File: src/rtl/coherence_pkg.sv
// Shared definitions for the coherence hub: default widths and the legacy
// 25-bit change-packet layout {valid, tag, addr}.
package coherence_pkg;

  localparam int ADDR_W_DEF    = 16;
  localparam int TAG_W_DEF     = 8;

  // Field offsets of the existing {1, 8, 16} change packet.
  localparam int PKT_ADDR_LSB  = 0;
  localparam int PKT_TAG_LSB   = PKT_ADDR_LSB + ADDR_W_DEF;
  localparam int PKT_VALID_BIT = PKT_TAG_LSB + TAG_W_DEF;
  localparam int PKT_W         = PKT_VALID_BIT + 1;

  typedef struct packed {
    logic                 valid;
    logic [TAG_W_DEF-1:0] tag;
    logic [ADDR_W_DEF-1:0] addr;
  } chg_pkt_t;

  // k-th candidate of a round-robin search that starts just after cur.
  function automatic int rr_next(input int cur, input int k, input int n);
    return (cur + 1 + k) % n;
  endfunction

endpackage

File: src/rtl/coh_fifo.sv
// Per-core pending-change FIFO. Pointers carry an extra wrap bit so full and
// empty are told apart without a separate counter.
module coh_fifo #(
  parameter int WIDTH = 24,
  parameter int DEPTH = 4
) (
  input  logic             clock,
  input  logic             reset,
  input  logic             push,
  input  logic             pop,
  input  logic [WIDTH-1:0] wr_data,
  output logic [WIDTH-1:0] rd_data,
  output logic             full,
  output logic             empty
);

  localparam int AW = $clog2(DEPTH);

  logic [WIDTH-1:0] mem [DEPTH];
  logic [AW:0]      wptr, rptr;
  logic             do_push, do_pop;

  assign do_push = push && !full;
  assign do_pop  = pop && !empty;
  assign empty   = (wptr == rptr);
  assign full    = (wptr[AW] != rptr[AW]) && (wptr[AW-1:0] == rptr[AW-1:0]);
  assign rd_data = mem[rptr[AW-1:0]];

  // Pointer advance; the wrap bit flips each lap of the storage.
  always_ff @(posedge clock or negedge reset) begin
    if (!reset) begin
      wptr <= '0;
      rptr <= '0;
    end else begin
      if (do_push) wptr <= wptr + {{AW{1'b0}}, 1'b1};
      if (do_pop)  rptr <= rptr + {{AW{1'b0}}, 1'b1};
    end
  end

  // Storage needs no reset: empty pointers mask stale contents.
  always_ff @(posedge clock) begin
    if (do_push) mem[wptr[AW-1:0]] <= wr_data;
  end

endmodule

File: src/rtl/cache_coherence_hub.sv
// Coherence hub: per-core change FIFOs, round-robin arbiter and a single
// registered invalidate broadcast to every other core.
module cache_coherence_hub
  import coherence_pkg::*;
#(
  parameter int NUM_CORES = 4,
  parameter int ADDR_W    = ADDR_W_DEF,
  parameter int TAG_W     = TAG_W_DEF,
  parameter int DEPTH     = 4,
  parameter int INV_SELF  = 0
) (
  input  logic                         clock,
  input  logic                         reset,
  input  logic [NUM_CORES-1:0]         chg_valid,
  input  logic [NUM_CORES*TAG_W-1:0]   chg_tag,
  input  logic [NUM_CORES*ADDR_W-1:0]  chg_addr,
  output logic [NUM_CORES-1:0]         chg_ready,
  output logic [NUM_CORES-1:0]         inv_valid,
  output logic [ADDR_W-1:0]            inv_addr,
  output logic [TAG_W-1:0]             inv_tag,
  output logic [$clog2(NUM_CORES)-1:0] inv_src,
  output logic [NUM_CORES-1:0]         overflow
);

  localparam int SW = $clog2(NUM_CORES);
  localparam int W  = TAG_W + ADDR_W;

  logic [NUM_CORES-1:0]        full, empty, push, pop, inv_mask;
  logic [NUM_CORES-1:0][W-1:0] head;
  logic [SW-1:0]               last_grant, gnt_idx;
  logic                        gnt_vld;

  assign chg_ready = {NUM_CORES{reset}} & ~full;
  assign push      = chg_valid & chg_ready;

  generate
    for (genvar i = 0; i < NUM_CORES; i++) begin : g_fifo
      coh_fifo #(.WIDTH(W), .DEPTH(DEPTH)) u_fifo (
        .clock   (clock),
        .reset   (reset),
        .push    (push[i]),
        .pop     (pop[i]),
        .wr_data ({chg_tag[i*TAG_W +: TAG_W], chg_addr[i*ADDR_W +: ADDR_W]}),
        .rd_data (head[i]),
        .full    (full[i]),
        .empty   (empty[i])
      );
    end
  endgenerate

  // Round-robin pick: first non-empty FIFO after the last granted core.
  always_comb begin
    gnt_vld = 1'b0;
    gnt_idx = '0;
    for (int k = 0; k < NUM_CORES; k++) begin
      if (!gnt_vld && !empty[rr_next(int'(last_grant), k, NUM_CORES)]) begin
        gnt_vld = 1'b1;
        gnt_idx = SW'(rr_next(int'(last_grant), k, NUM_CORES));
      end
    end
  end

  // Pop the winner's head on the granting edge.
  always_comb begin
    pop = '0;
    if (gnt_vld) pop[gnt_idx] = 1'b1;
  end

  // Invalidate targets: everyone, with the source bit set by INV_SELF.
  always_comb begin
    inv_mask          = '1;
    inv_mask[gnt_idx] = (INV_SELF != 0);
  end

  // Last grant resets to the top core so core 0 is searched first.
  always_ff @(posedge clock or negedge reset) begin
    if (!reset)       last_grant <= SW'(NUM_CORES - 1);
    else if (gnt_vld) last_grant <= gnt_idx;
  end

  // Broadcast register: strobe for one cycle, payload holds between grants.
  always_ff @(posedge clock or negedge reset) begin
    if (!reset) begin
      inv_valid <= '0;
      inv_addr  <= '0;
      inv_tag   <= '0;
      inv_src   <= '0;
    end else begin
      inv_valid <= gnt_vld ? inv_mask : '0;
      if (gnt_vld) begin
        inv_addr <= head[gnt_idx][ADDR_W-1:0];
        inv_tag  <= head[gnt_idx][W-1:ADDR_W];
        inv_src  <= gnt_idx;
      end
    end
  end

  // Sticky drop flag: a valid offered to a full FIFO is lost.
  always_ff @(posedge clock or negedge reset) begin
    if (!reset) overflow <= '0;
    else        overflow <= overflow | (chg_valid & ~chg_ready);
  end

endmodule

File: config.mk
export PLATFORM = sky130hd
export DESIGN_NAME = cache_coherence_hub
export DESIGN_NICKNAME = d
export VERILOG_FILES = /design/src/rtl/coherence_pkg.sv /design/src/rtl/coh_fifo.sv /design/src/rtl/cache_coherence_hub.sv
export SDC_FILE = /design/constraint.sdc
export NUM_CORES = 1
export LEC_CHECK = 0
export ABC_AREA = 1
export CAP_MARGIN = 20
export CORE_MARGIN = 4
export CORE_UTILIZATION = 58
export DETAILED_ROUTE_END_ITERATION = 10
export PLACE_DENSITY = 0.81
export REMOVE_ABC_BUFFERS = 1
export SYNTH_ARGS = -nofsm -noshare
export SYNTH_HDL_FRONTEND = slang
export SYNTH_SLANG_ARGS = --single-unit
export TNS_END_PERCENT = 1
File: constraint.sdc
create_clock -name clock -period 5.1 [get_ports clock]
set_input_delay 1.02 -clock clock [delete_from_list [all_inputs] [get_ports clock]]
set_output_delay 1.02 -clock clock [all_outputs]
set_load 0.01 [all_outputs]
; ---- After elaboration in Yosys (flattened, before gate mapping)
; Memory sizes are Yosys's and may differ from the RTL's.
; Cells that the tools add are included.
; W data, S select, Z words.
[totals]
register_bits = 60
ram_bits = 384
inputBits = 102
output_inout_bits = 38
word_cells = 126
n_memories = 4
[memory_table]
columns = name, depth, width, rd, rd_clocked_by_memory_dff, wr, line_no
row1 = g_fifo[0].u_fifo.mem, 4, 24, 1, 0, 1, coh_fifo.sv:19  ; logic [WIDTH-1:0] mem [DEPTH];
row2 = g_fifo[1].u_fifo.mem, 4, 24, 1, 0, 1, coh_fifo.sv:19
row3 = g_fifo[2].u_fifo.mem, 4, 24, 1, 0, 1, coh_fifo.sv:19
row4 = g_fifo[3].u_fifo.mem, 4, 24, 1, 0, 1, coh_fifo.sv:19
[op_classes]
n_addsub = 12
order_cmp = 6
n_eq_ne = 12
muxes = 34
bitwise = 11
reduce_logical = 33
[op_table]
columns = operator, count
row1 = $bmux W24 S2, 1
row2 = $add A3 B1 Y3 const B, 8
row3 = $mux W24, 1
row4 = $mux W1, 21
row5 = $logic_and A1 B1 Y1, 16
row6 = $lt A3 B4 Y1 const B, 4
row7 = $logic_not A1 Y1, 13
row8 = $and A4 B4 Y4, 3
row9 = $eq A3 B3 Y1, 4
row10 = $not A4 Y4, 3
row11 = $bmux W1 S2, 4
row12 = $eq A2 B2 Y1, 4
row13 = $mux W2, 4
row14 = $mux W4, 2
row15 = $reduce_or A2 Y1, 4
row16 = $add A2 B1 Y2 const B, 2
row17 = $add A2 B2 Y2 const B, 2
row18 = $and A1 B1 Y1 const A, 4
row19 = $ne A1 B1 Y1, 4
row20 = $or A4 B4 Y4, 1
row21 = $lt A2 B3 Y1 const B, 1
row22 = $demux W1 S2, 1
row23 = $ge A2 B1 Y1 const B, 1

; ---- Depth between registers and ports, before layout
; Gate-level depths: netlist of the first run.
[logic_depth]
word_depth = 22
ltp_mapped = 19
mapped_depth_nobuf = 18

; ---- By module
; A second synthesis of the first run with hierarchy kept.
[unflattened]
cells_unflattened = 1621
area_unflattened_um2 = 18674.2
[modules_own_cells]
columns = module, instances, cells_per_inst, area_per_inst_um2, seq_area_each_um2
row1 = coh_fifo, 4, 293, 3990.1, 3032.9
row2 = cache_coherence_hub, 1, 449, 2713.9, 903.4

; ---- Least setup slack after synthesis of the first run
; Ideal clock, no wire load.
[synth_path]
path_type = input to register
startpoint = in reset
endpoint = mem g_fifo[0].u_fifo.mem[3][0], enable pin
setup_ns = 0.408
arrival_time_ns = 2.484
required_time_ns = 4.692
setup_slack_ns = 2.209
path_stages = 4
n_path_buf = 0
path_cell_list = o21ai_0 inv_1 nand2_1 nor2_1
[synth_via]
elab_chain_len = 5
[synth_rtl]
columns = item, line_no
row1 = from (decl), cache_coherence_hub.sv:13  ; input logic reset,
row2 = $and A4 B4 Y4, cache_coherence_hub.sv:33  ; assign chg_ready = {NUM_CORES{reset}} & ~full;
row3 = net chg_ready[0], cache_coherence_hub.sv:17  ; output logic [NUM_CORES-1:0] chg_ready,
row4 = $and A4 B4 Y4, cache_coherence_hub.sv:34  ; assign push = chg_valid & chg_ready;
row5 = $logic_and A1 B1 Y1, coh_fifo.sv:23  ; assign do_push = push && !full;
row6 = $mux W1, coh_fifo.sv:42  ; if (do_push) mem[wptr[AW-1:0]] <= wr_data;
row7 = $mux W1 (implied by the code), coh_fifo.sv:42
row8 = to (decl), coh_fifo.sv:19
; The timed path passes the listed nets, and every way through them passes these cells.

; ---- Worst setup path after layout of the first run
[layout_path]
startpoint = reg g_fifo[0].u_fifo.rptr[1]
endpoint = out chg_ready[0]
[layout_via]
elab_chain_len = 4
[layout_rtl]
columns = item, line_no
row1 = from (decl), coh_fifo.sv:20  ; logic [AW:0] wptr, rptr;
row2 = from (signal assigned), coh_fifo.sv:36  ; if (do_pop) rptr <= rptr + {{AW{1'b0}}, 1'b1};
row3 = $eq A2 B2 Y1, coh_fifo.sv:26  ; assign full = (wptr[AW] != rptr[AW]) && (wptr[AW-1:0] == rptr[AW-1:0]);
row4 = $logic_and A1 B1 Y1, coh_fifo.sv:26
row5 = $not A4 Y4, cache_coherence_hub.sv:33
row6 = $and A4 B4 Y4, cache_coherence_hub.sv:33
row7 = to (decl), cache_coherence_hub.sv:17
; No other way between the ends.

==> results.tsv, run 1 <==
stage	metric	value	unit
outcome	status	finished clean	
critical_path	crit_top_cell	nand2_1	
critical_path	critPathSlowestCell	clkdlybuf4s50_1	
critical_path	crit_chain	buf_4 -> inv_2 -> nand2_1 -> nand2_1 -> nand2_1 -> o21ai_0 -> inv_1 -> clkdlybuf4s50_1	
pwr	p_int	8.25	mW
critical_path	worstPathMaxFanout	27	
synthesis	synthCells	1510	
routing	firstDrtPassIters	6	
cells_and_area	area_growth	16.9	%
timing	setup_tns	0	ps
global_routing	grt_pass1_vias	12100	
clocking	cts_tree	yes	
placed_design	io_buffers	139	
timing	worst_slew_pin_slew	931	ps
timing	fmax	265	MHz
routing	ant_nets	0	
global_routing	grt_usage	0.256	
clocking	ctsHtreeMaxLevel	2	
routing	wl	43900	µm
timing	hold_violations	0	
routing	via_per_inst	6.01	
cells_and_area	drive_gt1_frac	0.0789	
pwr	peakVddDrop	426	µV
pwr	comb_power_share	0.444	
clocking	clkLatencyLatePin	550	ps
pwr	switching_share	0.422	
critical_path	end_kind	output pin	
pwr	seq_power_share	0.349	
routing	drt_iter0_drc	1668	
synthesis	synth_seq_cells	444	
global_routing	antenna_found_initial	1	
global_routing	globalRoute.totalOverflow	0	
synthesis	synth_warnings	0	
floorplanning	die-width	185	µm
clocking	clockBufferDepth	3	
timing	period_share	0.741	
timing	period_needed	3780	ps
pwr	powerDensity	669	nW/µm²
synthesis	synth_cell_types	32	
critical_path	cp.arrival	2760	ps
global_routing	grt_pass1_wl	67300	µm
timing	timing.slew.headroom	0.378	
clocking	postCtsHoldBufs	0	
clocking	cts_setup_buffers	0	
clocking	clock-root-buffer	clkbuf_16	
routing	drc	0	
critical_path	critPathMaxStageDelay	510	ps
routing	wire_per_inst	21.2	µm
pwr	clkPwrFrac	0.207	
pwr	switchingPower	6.02	mW
global_routing	grt_max_degree	55	
critical_path	path_class	reg -> out	
min_path	hp-class	in -> async	
timing	fin_skew	19.5	ps
clocking	clk_pin_slew	60	ps
floorplanning	io_pins	140	
clocking	ctsResizeCount	0	
routing	via_count	12400	
critical_path	crit_path_start_kind	register	
clocking	numCtsBuffers	43	
placed_design	place_congestion	0.854	
floorplanning	num_rows	64	
floorplanning	start_util	0.592	
pwr	p_leak	7.88	nW
floorplanning	core-area	30800	µm²
synthesis	syn_area_per_cell	12.1	µm²
critical_path	critPathRequiredTime	4080	ps
placed_design	hpwl	28200	µm
placed_design	dpl_cell_area	20000	µm²
timing	rsz0062_at_grt	no	
floorplanning	dieHeight	185	µm
synthesis	syn_area	18300	µm²
synthesis	ys_seq_area_frac	0.714	
flow_run	drv_cap	0	
clocking	cts_sinks	444	
cells_and_area	fin_nets	1764	
timing	slew_violations	0	
timing	setup_viol	0	
cells_and_area	fillers	2050	
floorplanning	dieArea	34400	µm²
cells_and_area	final_area	21300	µm²
-- registers in the layout, summed over array words and instances (netlist names) --
name                count
g_fifo.u_fifo.wptr     12
inv_tag                 8
g_fifo.u_fifo.mem     384
overflow                4
inv_addr               16
g_fifo.u_fifo.rptr     12
inv_src                 2
last_grant              2
inv_valid               4
-- power groups by stage --
stage / Clock [mW] / Sequential (mW) / Combinational [mW]
6_report: 2.96 / 4.98 / 6.33
3_3_place_gp: 0 / 5.02 / 5.97
3_5_place_dp: 0 / 5.04 / 6.20
2_1_floorplan: 0 / 5.12 / 3.75
4_1_cts: 2.99 / 4.97 / 6.24
5_1_grt: 3.16 / 5.02 / 6.96
-- placed cells by master (no fill, tap or decap), drive strengths merged, types with 6 or more instances in the layout --
cell and n:
o22ai 51, dfrtp 58, nand3 89, o21ai 112, nor2 137, buf 32, clkdlybuf4s50 138, nand4 6
a21oi 51, xor2 15, clkinv 15, nand2 390, ha 20, inv 61, clkbuf 57, a32o 45
edfxtp 384
-- synth_stat cells, drive strengths merged --
cell type / n / area, µm²
o21ai: 112 / 561
inv: 57 / 214
clkinv: 1 / 3.75
a32o: 45 / 450
o22ai: 51 / 319
dfstp: 2 / 52.6
nand4: 6 / 52.6
clkbuf: 58 / 218
a21o: 4 / 30.0
xor2: 15 / 131
dfrtp: 58 / 1450
nor2: 137 / 558
nand2: 390 / 1490
ha: 20 / 250
nand3: 89 / 450
edfxtp: 384 / 11500
buf: 25 / 168
o21a: 1 / 7.51
xnor2: 4 / 57.6
a21oi: 51 / 255
-- critical path, delay by kind of cell, from the launching register on --
| family | cells | cell delay (ps) |
|---|---|---|
| and+or+nand+nor | 3 | 290 |
| AOI/OAI and AO/OA | 1 | 280 |
| DFF | 1 | 360 |
| buffers and inverters | 4 | 1250 |
-- through the flow --
step | util | power, mW | hold WS, ps | cells | setup slack, ps
floorplan | - | 8.87 | 463 | 1427 | 1340
global placement | 0.650 | 11.0 | 440 | 1993 | 1720
detailed placement | 0.650 | 11.2 | 443 | 1993 | 1620
CTS | 0.692 | 14.2 | 351 | 2069 | 1370
global route | 0.692 | 15.1 | 352 | 2070 | 1210
finish | 0.692 | 14.3 | 363 | 2070 | 1320
-- cell type report --
cell class              count  area (µm²)  share of cell area
repair buffers            170        1620              0.0759
multi-input cells         925        4660               0.218
inverters                  58         218              0.0102
clock buffers              57        1200              0.0563
diodes                      1        2.50            0.000117
clock inverters            19         111             0.00522
flip-flops and latches    444       13000               0.611
well taps                 396         495              0.0232
-- metal layers --
| metal | track usage | up-vias | part of all wire |
|---|---|---|---|
| met5 | 0 | - | 0 |
| met4 | 0.0904 | 0 | 0.037 |
| met3 | 0.0444 | 110 | 0.097 |
| met2 | 0.427 | 700 | 0.49 |
| met1 | 0.342 | 6007 | 0.37 |
| li1 | - | 5615 | - |
-- kinds of logic after synthesis --
family,Yosys count,synth area share
adders and majority gates,20,0.0137
DFF,444,0.714
buffers and inverters,141,0.0330
AOI/OAI and AO/OA,264,0.0889
xor gates and xnor gates,19,0.0104
and+or+nand+nor,622,0.140
-- worst paths after layout --
check	from	endpoint	slack, ps	cells after the start
max	g_fifo[0].u_fifo.rptr[1]	chg_ready[0]	1320	8
min	reset	overflow[1]	360	1
max reg2reg	g_fifo[0].u_fifo.rptr[1]	inv_addr[13]	1490	14
min reg2reg	overflow[1]	overflow[1]	450	1
max in group asynchronous	reset	last_grant[1]	4040	2
min in group clock	overflow[1]	overflow[1]	450	1
Power figures use the tool's default switching activity.
==> run 2, diff against run 1 <==
==> constraint.sdc (replaced) <==
create_clock -name clock -period 3.8 [get_ports clock]
set_input_delay 0.76 -clock clock [delete_from_list [all_inputs] [get_ports clock]]
set_output_delay 0.76 -clock clock [all_outputs]
set_load 0.01 [all_outputs]
==> results.tsv, run 2 (same netlist as run 1, synthesis figures left out) <==
stage	metric	value	unit	change
outcome	status	finished clean		unchanged
critical_path	reg2regPathDepth	14		unchanged
clocking	numCtsBuffers	44		was 43
floorplanning	core-area	30800	µm²	unchanged
timing	hold_violations	0		unchanged
clocking	clk_pin_slew	60	ps	about the same
floorplanning	die-width	185	µm	unchanged
floorplanning	dieArea	34400	µm²	unchanged
global_routing	grt_pass1_wl	66000	µm	was 67300 µm
pwr	powerDensity	912	nW/µm²	was 669 nW/µm²
pwr	peakVddDrop	819	µV	was 426 µV
timing	fmax	300	MHz	
cells_and_area	final_util	0.703		was 0.692
clocking	ctsResizeCount	0		unchanged
critical_path	crit_chain	nand2_1 -> nand2_1 -> nand2_1 -> o21ai_0 -> inv_1 -> clkdlybuf4s50_1		was buf_4 -> inv_2 -> nand2_1 -> nand2_1 -> nand2_1 -> o21ai_0 -> inv_1 -> clkdlybuf4s50_1
floorplanning	num_rows	64		unchanged
critical_path	worstPathMaxFanout	13		was 27
routing	firstDrtPassIters	8		was 6
cells_and_area	drive_gt1_frac	0.0905		was 0.0789
clocking	cts_tree	yes		unchanged
critical_path	crit_top_cell	nand2_1		unchanged
critical_path	critPathMaxStageDelay	660	ps	was 510 ps
critical_path	end_kind	output pin		unchanged
clocking	ctsHtreeMaxLevel	2		unchanged
timing	slew_violations	0		unchanged
timing	rsz0062_at_grt	no		unchanged
cells_and_area	fin_cells	2087		was 2070
flow_run	drv_cap	0		unchanged
critical_path	crit_end	chg_ready[0]		unchanged
floorplanning	io_pins	140		unchanged
critical_path	ff2ff_setup_slack	920	ps	was 1490 ps
clocking	cts_setup_buffers	0		unchanged
timing	timing.slew.headroom	0.618		was 0.378
critical_path	r2r-start	g_fifo[0].u_fifo.rptr[1]		unchanged
timing	period_share	0.877		
placed_design	placed_cells	2004		was 1993
routing	via_count	12400		about the same
routing	ant_nets	0		unchanged
timing	worst_slew_pin_slew	573	ps	was 931 ps
clocking	clockBufferDepth	3		unchanged
global_routing	globalRoute.totalOverflow	0		unchanged
cells_and_area	most-common-layout-cells	nand2_1, edfxtp_1, clkdlybuf4s50_1		unchanged
timing	period_needed	3330	ps	
global_routing	grt_max_degree	55		unchanged
cells_and_area	largest_reg_flops	384		unchanged
cells_and_area	area_growth	18.7	%	was 16.9%
timing	setup_tns	0	ps	unchanged
critical_path	critPathSlowestCell	dfrtp_1		was clkdlybuf4s50_1
pwr	clkPwrFrac	0.230		was 0.207
routing	drc	0		unchanged
critical_path	crit_start	g_fifo[0].u_fifo.rptr[1]		unchanged
pwr	seq_power_share	0.338		was 0.349
routing	drt_iter0_drc	1531		was 1668
placed_design	place_congestion	0.860		was 0.854
cells_and_area	fin_nets	1776		was 1764
cells_and_area	final_common_cell	nand2_1		unchanged
timing	setup_viol	0		unchanged
pwr	comb_power_share	0.431		was 0.444
routing	wl	43300	µm	was 43900 µm
floorplanning	dieHeight	185	µm	unchanged
routing	wire_per_inst	20.7	µm	was 21.2 µm
critical_path	cp.arrival	2570	ps	was 2760 ps
critical_path	path_class	reg -> out		unchanged
global_routing	grt_usage	0.248		was 0.256
critical_path	rr_endpoint	inv_tag[5]		was inv_addr[13]
global_routing	grt_pass1_vias	12000		was 12.1k
pwr	switchingPower	8.08	mW	was 6.02 mW
global_routing	antenna_found_initial	1		unchanged
pwr	p_leak	8.04	nW	was 7.88 nW
floorplanning	start_util	0.592		unchanged
pwr	p_int	11.7	mW	was 8.25 mW
routing	via_per_inst	5.93		was 6.01
pwr	switching_share	0.409		was 0.422
clocking	postCtsHoldBufs	0		unchanged
min_path	hp-class	in -> async		unchanged
clocking	clock-root-buffer	clkbuf_16		unchanged
critical_path	crit_path_start_kind	register		unchanged
critical_path	critPathRequiredTime	3040	ps	was 4080 ps
timing	fin_skew	29.6	ps	was 19.5 ps
clocking	cts_sinks	444		unchanged
clocking	clkLatencyLatePin	550	ps	about the same
placed_design	hpwl	27600	µm	was 28200 µm
placed_design	io_buffers	139		unchanged
[run 2: cell types whose count changed in the layout (fill, tap and decap cells not counted)]
cell,previous run,this run
inv_6,1,0
bufinv_16,0,5
clkinvlp_4,1,3
nor2_2,17,18
clkbuf_8,1,6
buf_4,31,42
nor2_4,4,3
clkbuf_1,10,12
inv_4,3,0
clkbuf_16,46,48
clkinv_1,8,2
[run 2: power groups by stage]
| stage | registers (mW) | logic, mW | clock network [mW] |
|---|---|---|---|
| 2_1_floorplan | 6.87 | 5.03 | 0 |
| 3_3_place_gp | 6.74 | 8.08 | 0 |
| 3_5_place_dp | 6.76 | 8.35 | 0 |
| 4_1_cts | 6.67 | 8.46 | 4.59 |
| 5_1_grt | 6.73 | 9.39 | 4.81 |
| 6_report | 6.68 | 8.52 | 4.55 |
[run 2: routing by layer]
layer / GRT usage / up-vias / share of wire
li1: - / 5650 / -
met1: 0.350 / 5994 / 0.39
met2: 0.403 / 632 / 0.49
met3: 0.0387 / 99 / 0.088
met4: 0.0828 / 0 / 0.034
met5: 0 / - / 0
[run 2: critical path, delay by kind of cell (launching register included)]
family          cells  cell delay [ps]
compound gates      1              340
buf+inv             2              720
flops               1              660
simple gates        3              310
[run 2: cell type report]
type | instances | area [µm²]
Antenna cell | 1 | 2.50
Sequential cell | 444 | 13000
Timing Repair Buffer | 181 | 1700
Tap cell | 396 | 495
Inverter | 58 | 218
Clock buffer | 66 | 1330
Clock inverter | 16 | 226
Fill cell | 2013 | 9170
Multi-Input combinational cell | 925 | 4650
[run 2: worst min path at each step]
stage | end | depth (start not counted) | slack [ps] | startpoint
finish | inv_tag[7] | 1 | 220 | reset
CTS | inv_tag[7] | 1 | 220 | reset
floorplan | g_fifo[0].u_fifo.rptr[0] | 0 | 460 | reset
detailed placement | overflow[1] | 1 | 450 | overflow[1]
global route | inv_valid[1] | 1 | 250 | reset
global placement | overflow[3] | 1 | 440 | overflow[3]
[run 2: per-stage QoR]
step                      area (µm²)  hold WS [ps]  power [mW]  setup WS, ps
final                          21700           218        19.8           466
after global routing           21700           254        20.9           388
after CTS                      21700           223        19.7           527
after detailed placement       20100           455        15.1           678
after global placement         20100           441        14.8           740
after floorplan                17900           463        11.9          44.3
